<file path="src/rtl/pipe_sequencer.sv">
// Single-issue fetch/issue sequencer with a 4-deep return stack; one instruction in flight,
// INST_VLD the cycle after IMEM_RDY (or FLAG_VLD for conditionals); STALL_IN holds ISSUE.
module pipe_sequencer #(
  parameter logic [9:0] RESET_VEC = 10'h000,
  parameter logic [3:0] JMP_OP    = 4'h9,
  parameter logic [3:0] JZE_OP    = 4'hA,
  parameter logic [3:0] JNE_OP    = 4'hB,
  parameter logic [3:0] JCY_OP    = 4'hC,
  parameter logic [3:0] BSR_OP    = 4'h1,
  parameter logic [3:0] RET_OP    = 4'h8
) (
  input  logic        CLK,
  input  logic        RST_N,
  output logic [9:0]  PC,
  output logic        IFETCH_REQ,
  input  logic        IMEM_RDY,
  input  logic [19:0] INST_IN,
  output logic [19:0] INST_OUT,
  output logic        INST_VLD,
  input  logic        STALL_IN,
  input  logic        FLAG_VLD,
  input  logic        ZF,
  input  logic        CF,
  output logic        STK_ERR
);

  typedef enum logic [1:0] {
    FETCH     = 2'd0,
    WAIT_FLAG = 2'd1,
    ISSUE     = 2'd2,
    HALT      = 2'd3
  } state_t;

  state_t      state;
  state_t      state_nxt;
  logic [9:0]  pc;
  logic [9:0]  pc_nxt;
  logic [9:0]  pc_inc;
  logic [19:0] ir;
  logic        taken;
  logic        taken_nxt;
  logic        stk_err;
  logic [9:0]  stack [4];
  logic [2:0]  depth;
  logic [1:0]  top_idx;
  logic [3:0]  op;
  logic [3:0]  op_in;
  logic        in_is_cond;
  logic        is_cond;
  logic        is_bsr;
  logic        is_ret;
  logic        stk_fault;
  logic        xfer;

  assign op         = ir[19:16];
  assign op_in      = INST_IN[19:16];
  assign in_is_cond = (op_in == JZE_OP) || (op_in == JNE_OP) || (op_in == JCY_OP);
  assign is_cond    = (op == JZE_OP) || (op == JNE_OP) || (op == JCY_OP);
  assign is_bsr     = (op == BSR_OP);
  assign is_ret     = (op == RET_OP);
  assign pc_inc     = pc + 10'd1;
  // depth 1..4 maps to 0..3; the 2-bit wrap makes depth=4 land on entry 3
  assign top_idx    = depth[1:0] - 2'd1;

  // Built only from registered state so outputs never see an input combinationally
  assign stk_fault = (state == ISSUE) &&
                     ((is_bsr && (depth == 3'd4)) || (is_ret && (depth == 3'd0)));
  assign xfer      = (state == ISSUE) && !stk_fault && !STALL_IN;

  always_ff @(posedge CLK) begin
    if (!RST_N) state <= FETCH;
    else        state <= state_nxt;
  end

  always_comb begin
    state_nxt = state;
    case (state)
      FETCH:     if (IMEM_RDY) state_nxt = in_is_cond ? WAIT_FLAG : ISSUE;
      WAIT_FLAG: if (FLAG_VLD) state_nxt = ISSUE;
      ISSUE: begin
        if (stk_fault)      state_nxt = HALT;
        else if (!STALL_IN) state_nxt = FETCH;
      end
      HALT:      state_nxt = HALT;
      default:   state_nxt = FETCH;
    endcase
  end

  always_comb begin
    taken_nxt = 1'b0;
    if (op == JZE_OP)      taken_nxt = ZF;
    else if (op == JNE_OP) taken_nxt = !ZF;
    else if (op == JCY_OP) taken_nxt = CF;
  end

  always_comb begin
    pc_nxt = pc_inc;
    if (op == JMP_OP)  pc_nxt = ir[9:0];
    else if (is_cond)  pc_nxt = taken ? ir[9:0] : pc_inc;
    else if (is_bsr)   pc_nxt = ir[9:0];
    else if (is_ret)   pc_nxt = stack[top_idx];
  end

  always_ff @(posedge CLK) begin
    if (!RST_N) begin
      pc      <= RESET_VEC;
      ir      <= 20'h00000;
      depth   <= 3'd0;
      taken   <= 1'b0;
      stk_err <= 1'b0;
    end else begin
      if ((state == FETCH) && IMEM_RDY)     ir <= INST_IN;
      if ((state == WAIT_FLAG) && FLAG_VLD) taken <= taken_nxt;
      if (stk_fault)                        stk_err <= 1'b1;
      if (xfer) begin
        pc <= pc_nxt;
        if (is_bsr)      depth <= depth + 3'd1;
        else if (is_ret) depth <= depth - 3'd1;
      end
    end
  end

  // Stack contents need no reset: depth alone says which entries are live
  always_ff @(posedge CLK) begin
    if (RST_N && xfer && is_bsr) stack[depth[1:0]] <= pc_inc;
  end

  assign PC         = pc;
  assign IFETCH_REQ = (state == FETCH);
  assign INST_OUT   = ir;
  assign INST_VLD   = (state == ISSUE) && !stk_fault;
  assign STK_ERR    = stk_err;

endmodule

</file>
<file path="config.mk">
export PLATFORM = sky130hd
export DESIGN_NAME = pipe_sequencer
export DESIGN_NICKNAME = d
export VERILOG_FILES = /design/src/rtl/pipe_sequencer.sv
export SDC_FILE = /design/constraint.sdc
export NUM_CORES = 1
export LEC_CHECK = 0
export BUFFER_PORTS_ARGS = -buffer_cell sky130_fd_sc_hd__buf_2
export CAP_MARGIN = 20
export CORE_ASPECT_RATIO = 1.4
export CORE_MARGIN = 2
export CORE_UTILIZATION = 51
export DETAILED_ROUTE_END_ITERATION = 6
export GPL_ROUTABILITY_DRIVEN = 1
export GPL_TIMING_DRIVEN = 0
export PLACE_DENSITY = 0.75
export SYNTH_ARGS = -nofsm -noshare
export SYNTH_HDL_FRONTEND = slang
export SYNTH_SLANG_ARGS = --single-unit
</file>
<file path="constraint.sdc">
create_clock -name CLK -period 2.1 [get_ports CLK]
set_input_delay 0.315 -clock CLK [delete_from_list [all_inputs] [get_ports CLK]]
set_output_delay 0.315 -clock CLK [all_outputs]
set_load 0.02 [all_outputs]
</file>
; After elaboration in Yosys (flattened, before gate mapping)
; Memory sizes are Yosys's and may differ from the RTL's.
; Index checks and enable logic that the tools add are counted.
[totals]
in_bits = 27
memories = 1
output_inout_bits = 33
word_cells = 67
ram_bits = 40
reg_bits = 37
[op_classes]
n_reduce_logical = 22
eq_ne = 16
n_addsub = 4
muxes = 18
[mem_list]
columns = name, words, word_bits, read_ports, rd_clocked_by_memory_dff, write_ports, line_no
row1 = stack, 4, 10, 1, 0, 1, 43  ; logic [9:0] stack [4];
[ops]
columns = op, n
row1 = 2-to-1 mux 10 bit, 5
row2 = == test 4 bit (second input constant), 8
row3 = adder 10 x 1 -> 10 bit (second input constant), 1
row4 = 2-to-1 mux 2 bit, 5
row5 = logical AND 1 bit, 9
row6 = one-hot mux 2 bit (4 select lines), 1
row7 = 2-to-1 mux 3 bit, 2
row8 = logical OR 1 bit, 5
row9 = 2-to-1 mux 1 bit, 5
row10 = == test 2 bit (second input constant), 2
row11 = == test 4 x 1 -> 1 bit (second input constant), 1
row12 = adder 3 x 1 -> 3 bit (second input constant), 1
row13 = == test 3 bit (second input constant), 1
row14 = logical NOT 1 bit, 3
row15 = logical NOT 3 bit, 1
row16 = inequality test 3 bit (second input constant), 1
row17 = AND reduction 3 bit, 1
row18 = subtractor 3 x 1 -> 3 bit (second input constant), 1
row19 = == test 2 x 1 -> 1 bit (second input constant), 1
row20 = logical NOT 2 bit, 1
row21 = inequality test 2 x 1 -> 1 bit (second input constant), 1
row22 = inequality test 2 bit (second input constant), 1
row23 = AND reduction 2 bit, 1
row24 = nonzero test 2 bit, 1
row25 = subtractor 2 x 1 -> 2 bit (second input constant), 1

; Logic depth before layout (Yosys ltp)
[depth]
depth_word = 11
mapped_depth = 9
mapped_depth_nobuf = 8

; Worst setup path before layout
; No wires, ideal clock.
[synth_path]
kind = register -> register
startpoint = register depth[0]
endpoint = register pc[9] (netlist: PC[9])
setup_ns = 0.117
path_slack_ns = -0.229
path_buffers = 2
stages_incl_launch_ff = 10
arrival_ns = 2.211
period_less_slack_ns = 2.329
t_required_ns = 1.983
path_cell_list = dfxtp_1 > buf_6 > inv_1 > ha_1 > clkbuf_1 > mux4_2 > o21ai_1 > o21a_1 > o21ai_0 > a32o_1
[synth_via]
word_cells_on_any_way = 15
classes_between = add/sub (1) / eq/ne (1) / mux (4) / reduce/logical (8) / memory (1)
[synth_lines]
columns = item, line_no
row1 = start: declaration, 44  ; logic [2:0] depth;
row2 = start signal: assignment, 117  ; if (is_bsr) depth <= depth + 3'd1;
row3 = start signal: assignment, 118  ; else if (is_ret) depth <= depth - 3'd1;
row4 = subtractor 2 x 1 -> 2 bit, 63  ; assign top_idx = depth[1:0] - 2'd1;
row5 = via top_idx[0], 45  ; logic [1:0] top_idx;
row6 = memory read (4 x 10 bit), -
row7 = 2-to-1 mux 10 bit, 101  ; else if (is_ret) pc_nxt = stack[top_idx];
row8 = 2-to-1 mux 10 bit, 100  ; else if (is_bsr) pc_nxt = ir[9:0];
row9 = 2-to-1 mux 10 bit, 99  ; else if (is_cond) pc_nxt = taken ? ir[9:0] : pc_inc;
row10 = 2-to-1 mux 10 bit, 98  ; if (op == JMP_OP) pc_nxt = ir[9:0];
row11 = end signal: assignment, 116  ; pc <= pc_nxt;
row12 = end: declaration, 36  ; logic [9:0] pc;
; The timed path passes the listed nets, and every way through them passes these cells.
; A chain may end at the register's enable or synchronous reset.

; Worst setup path in the final report
[layout_path]
startpoint = register ir[16] (netlist: INST_OUT[16])
endpoint = output port INST_VLD
[layout_via]
elab_chain_cells = 6
word_cells_on_any_way = 8
classes_between = eq/ne (2) / reduce/logical (6)
[layout_rtl]
columns = item, line_no
row1 = start: declaration, 39  ; logic [19:0] ir;
row2 = start signal: assignment, 107  ; ir <= 20'h00000;
row3 = start signal: assignment, 112  ; if ((state == FETCH) && IMEM_RDY) ir <= INST_IN;
row4 = == test 4 x 1 -> 1 bit or == test 4 bit (tied branches), "59, 60"
row5 = logical AND 1 bit, 67  ; ((is_bsr && (depth == 3'd4)) || (is_ret && (depth == 3'd0)));
row6 = logical OR 1 bit *, 67
row7 = logical AND 1 bit *, 66  ; assign stk_fault = (state == ISSUE) &&
row8 = logical NOT 1 bit *, 131  ; assign INST_VLD = (state == ISSUE) && !stk_fault;
row9 = logical AND 1 bit *, 131
row10 = end: declaration, 19  ; output logic INST_VLD,
; Every way passes the cells marked *; elsewhere a longest branch is shown, timed or not.

==> results.md <==
Outcome:
- The flow ran to the end, and the final reports show no timing, DRC or antenna violations.

Drt:
- The overall routed net length is 9991 µm.
- Dividing the detail-routed wire length by the instance count gives 17.59 µm.
- Dividing the detail-routed via count by the number of cells gives 5.678.
- The detailed-router iteration count before antenna repair is 6.
- The remaining number of nets flagged by the antenna check after routing is 0.
- The DRC marker count from the first detailed-route iteration is 260.
- For this run, design rule violations remaining after detail routing come to 0.
- The routed layout has 3,225 vias.

Timing:
- The headroom to the max-slew limit is 54.24%.
- The time the final worst path needs with I/O delays and setup is 2.012 ns.
- The final number of max-transition violations is 0.
- Setup total negative slack on the finished layout was measured at 0 ns.
- Setup repair after global routing left no endpoint under its margin.
- Setup violations remaining at the end of the flow were counted as 0.
- The fraction of the cycle the final worst path needs is 95.80%.
- The largest clock skew in the final design is 0.005668 ns.
- Timing would allow up to 497.1 MHz.
- The count of endpoints failing hold in the final timing report is 0.
- The pin slew with the least headroom to its limit is 0.6812 ns.

Global routing:
- The first-pass GRT wire length is 15,950 µm.
- Entering global routing, the biggest net connects 14 pins.
- After global routing the overflow that remains totals 0.
- The global-route usage over all layers is 25.41%.
- The number of antenna violations at the first check in global routing is 0.
- The number of global-route vias before repair came to 3,166.

Clock network:
- The maximum clock path buffer count is 2.
- The TritonCTS clock tree is done.
- The master cell of the clock root buffer is clkbuf_8.
- The clock reaches the later pin of the worst-skew pair after 0.36 ns.
- The number of hold buffers added after CTS was 0.
- The CTS buffer count is 9.
- CTS saw 77 sinks.
- The clock-pin slew reported for the worst setup and hold paths after clock tree synthesis is 0.08 ns.
- The H-tree was split into 3 levels.

Logic synthesis:
- The area of the mapped netlist is 3941 µm².
- The Yosys warning count is 0.
- For this run, the leading register cell type out of synthesis is edfxtp_1.
- The synthesized design contains 40 enable-type register cells.
- The share of async-settable or async-resettable flops after synthesis is 0%.
- Of the synthesized area, sequential elements account for 49.27%.
- The number of nets in the synthesized netlist is 419.
- The synthesized design contains 77 register bits.
- The number of cells produced by synthesis is 386.
- The number of unique standard cell types used by synthesis is 59.
- The mean area per synthesized cell is 10.21 µm².

Floorplan:
- The I/O pin count is 60.
- The core outline area is 7407 µm².
- The die area is 8457 µm².
- The effective utilization at floorplan is 53.21%.
- The initialized floorplan defines 37 standard-cell rows.
- The die is 108.0 µm tall.
- The floorplan step set the die width to 78.30 µm.

Finish:
- For this run, the post-layout net count is 499.
- Of the cells placed in the final design, the portion with a size suffix greater than 1 is 27.60%.
- The area growth from synthesis to layout is 19.40%.
- The number of antenna diodes in the final layout is 0.
- After filler insertion, the fill cell instance count of the layout stands at 648.

Power and ir drop:
- IR analysis of the VDD net gives a maximum drop of 0.4934 mV.
- In this run, the clock network consumes 33.6% of the power.
- For this design the static power due to leakage is 1.829 nW.
- The switching power of the nets is 0.9708 mW.
- Cell internal power was estimated by the tool at 2.477 mW.
- The part of the power in registers is 48.9%.
- The post-route total power is 3.448 mW.
- For this design the ratio of total power to cell area is 732.8 nW/µm².
- Net switching is 28.15% of the power.
- The combinational power share is 17.5%.

Worst hold path:
- The min-delay analysis places its worst path in the category in -> reg.

Placed design:
- The congestion estimate from routability-driven global placement came to 0.9488.
- During placement, the flow inserted port buffers numbering 59.
- The post-DP HPWL is 7382 µm.

Setup path:
- Data arrives at the worst endpoint at 1.70 ns.
- The type of element capturing the critical path is an output pin.
- The worst setup path category is reg -> out.
- In this run the worst path has a maximum fanout of 8.
- Data on the critical path is required at its endpoint by 1.78 ns.
- The worst setup path is launched from a flop.

Run:
- The tool flagged a number of max-cap violations equal to 0.
-- synth_stat cells (3+ instances only) --
library cell  instances  area, µm²
nand2_1              72      270.3
edfxtp_1             40       1201
dfxtp_1              37      740.7
a21boi_0             20      150.1
o21ai_0              20      100.1
a21oi_1              17      85.08
nor2_1               17      63.81
o21ai_1              15      75.07
inv_1                12      45.04
clkbuf_1             11      41.29
mux4_2               10      225.2
xnor2_1              10      87.58
nand3_1               8      40.04
and3_1                7      43.79
nor2b_1               6      37.54
and2_1                5      31.28
buf_4                 5      37.54
ha_1                  5      62.56
a22oi_1               4      30.03
nor3_1                4      20.02
o21a_1                4      30.03
a21boi_1              3      22.52
a31oi_1               3      18.77
buf_2                 3      15.01
buf_6                 3      33.78
nand2b_1              3      18.77
o2111ai_1             3      26.28
-- flip-flops by register name (all words and copies together), names as in the netlist --
register / flops
stack: 40
STK_ERR: 1
INST_OUT: 20
depth: 3
state: 2
PC: 10
taken: 1
-- final cells by class --
class | count | area [µm²] | area share [%]
Timing Repair Buffer | 69 | 370.4 | 7.870
Clock inverter | 5 | 57.56 | 1.223
Sequential cell | 77 | 1947 | 41.37
Buffer | 23 | 151.4 | 3.217
Multi-Input combinational cell | 272 | 1854 | 39.40
Inverter | 14 | 52.55 | 1.117
Tap cell | 97 | 121.4 | 2.579
Clock buffer | 11 | 151.4 | 3.217
-- cell families after synthesis --
| logic type | share of synthesized area [%] |
|---|---|
| buffers and inverters | 4.667 |
| multiplexers | 6.508 |
| AND/OR/NAND/NOR | 16.89 |
| XOR/XNOR | 2.444 |
| adder cells (fa/ha/maj) | 2.095 |
| AO/OA/AOI/OAI | 18.13 |
| flip-flops | 49.27 |
-- final timing paths --
| path | from | end | slack [ns] | cells after the start |
|---|---|---|---|---|
| min reg2reg | PC[8] | PC[8] | 0.47 | 2 |
| min | INST_IN[9] | INST_OUT[9] | 0.20 | 3 |
| max reg2reg | depth[0] | PC[9] | 0.10 | 9 |
| max | INST_OUT[16] | INST_VLD | 0.09 | 5 |
-- worst max-delay path, stage by stage, from the launching register on --
cell      delay, ns
dfxtp_1        0.33
buf_4          0.17
and3b_1        0.18
o211ai_2       0.24
nor2b_2        0.23
buf_2          0.18
-- stage by stage --
| stage | hold WS, ns | area, µm² | setup WS, ns | std cells | utilization (%) |
|---|---|---|---|---|---|
| 2_1_floorplan | 0.4599 | 3944 | 0.02871 | 386 | - |
| 3_3_place_gp | 0.4466 | 4360 | -0.3523 | 542 | 58.87 |
| 3_5_place_dp | 0.4530 | 4360 | -0.3709 | 542 | 58.87 |
| 4_1_cts | 0.1965 | 4618 | 0.007470 | 561 | 62.35 |
| 5_1_grt | 0.2062 | 4706 | 0.0008294 | 568 | 63.53 |
| 6_report | 0.1963 | 4706 | 0.08817 | 568 | 63.53 |
-- routing by layer --
layer | up-vias | routed length, µm | GRT usage, %
li1 | 1552 | - | -
met1 | 1543 | 3952 | 29.67
met2 | 102 | 5260 | 45.14
met3 | 28 | 518 | 4.508
met4 | 0 | 259 | 12.03
met5 | - | 0 | 0
-- placed cells by master (no fill, tap or decap), types with 5 or more instances in the layout --
| cell type | n |
|---|---|
| edfxtp_1 | 40 |
| buf_2 | 62 |
| mux4_2 | 10 |
| nor2b_1 | 5 |
| dfxtp_1 | 35 |
| clkbuf_1 | 10 |
| o21ai_1 | 15 |
| o21ai_0 | 19 |
| a21boi_0 | 20 |
| a21oi_1 | 17 |
| inv_1 | 11 |
| clkbuf_8 | 11 |
| and2_1 | 5 |
| nand2_1 | 72 |
| buf_4 | 15 |
| nand3_1 | 8 |
| nor2_1 | 17 |
| xnor2_1 | 10 |
-- what timing repair did --
item | 4_1_cts | 5_1_grt
endpoints found under the hold margin | 0 | 0
resized for setup | 10 | 10
pin swaps | 1 | 1
cloned | 0 | 0
endpoints found under the setup margin | 52 | 43
setup buffers | 3 | 7
-- power groups by stage --
stage	registers, mW	clock network (mW)	logic [mW]
floorplan	1.75	0	0.347
global placement	1.72	0	0.562
global route	1.69	1.22	0.664
finish	1.69	1.16	0.604
detailed placement	1.72	0	0.570
CTS	1.68	1.17	0.583
Note: power is estimated with default switching activity, not from simulation.
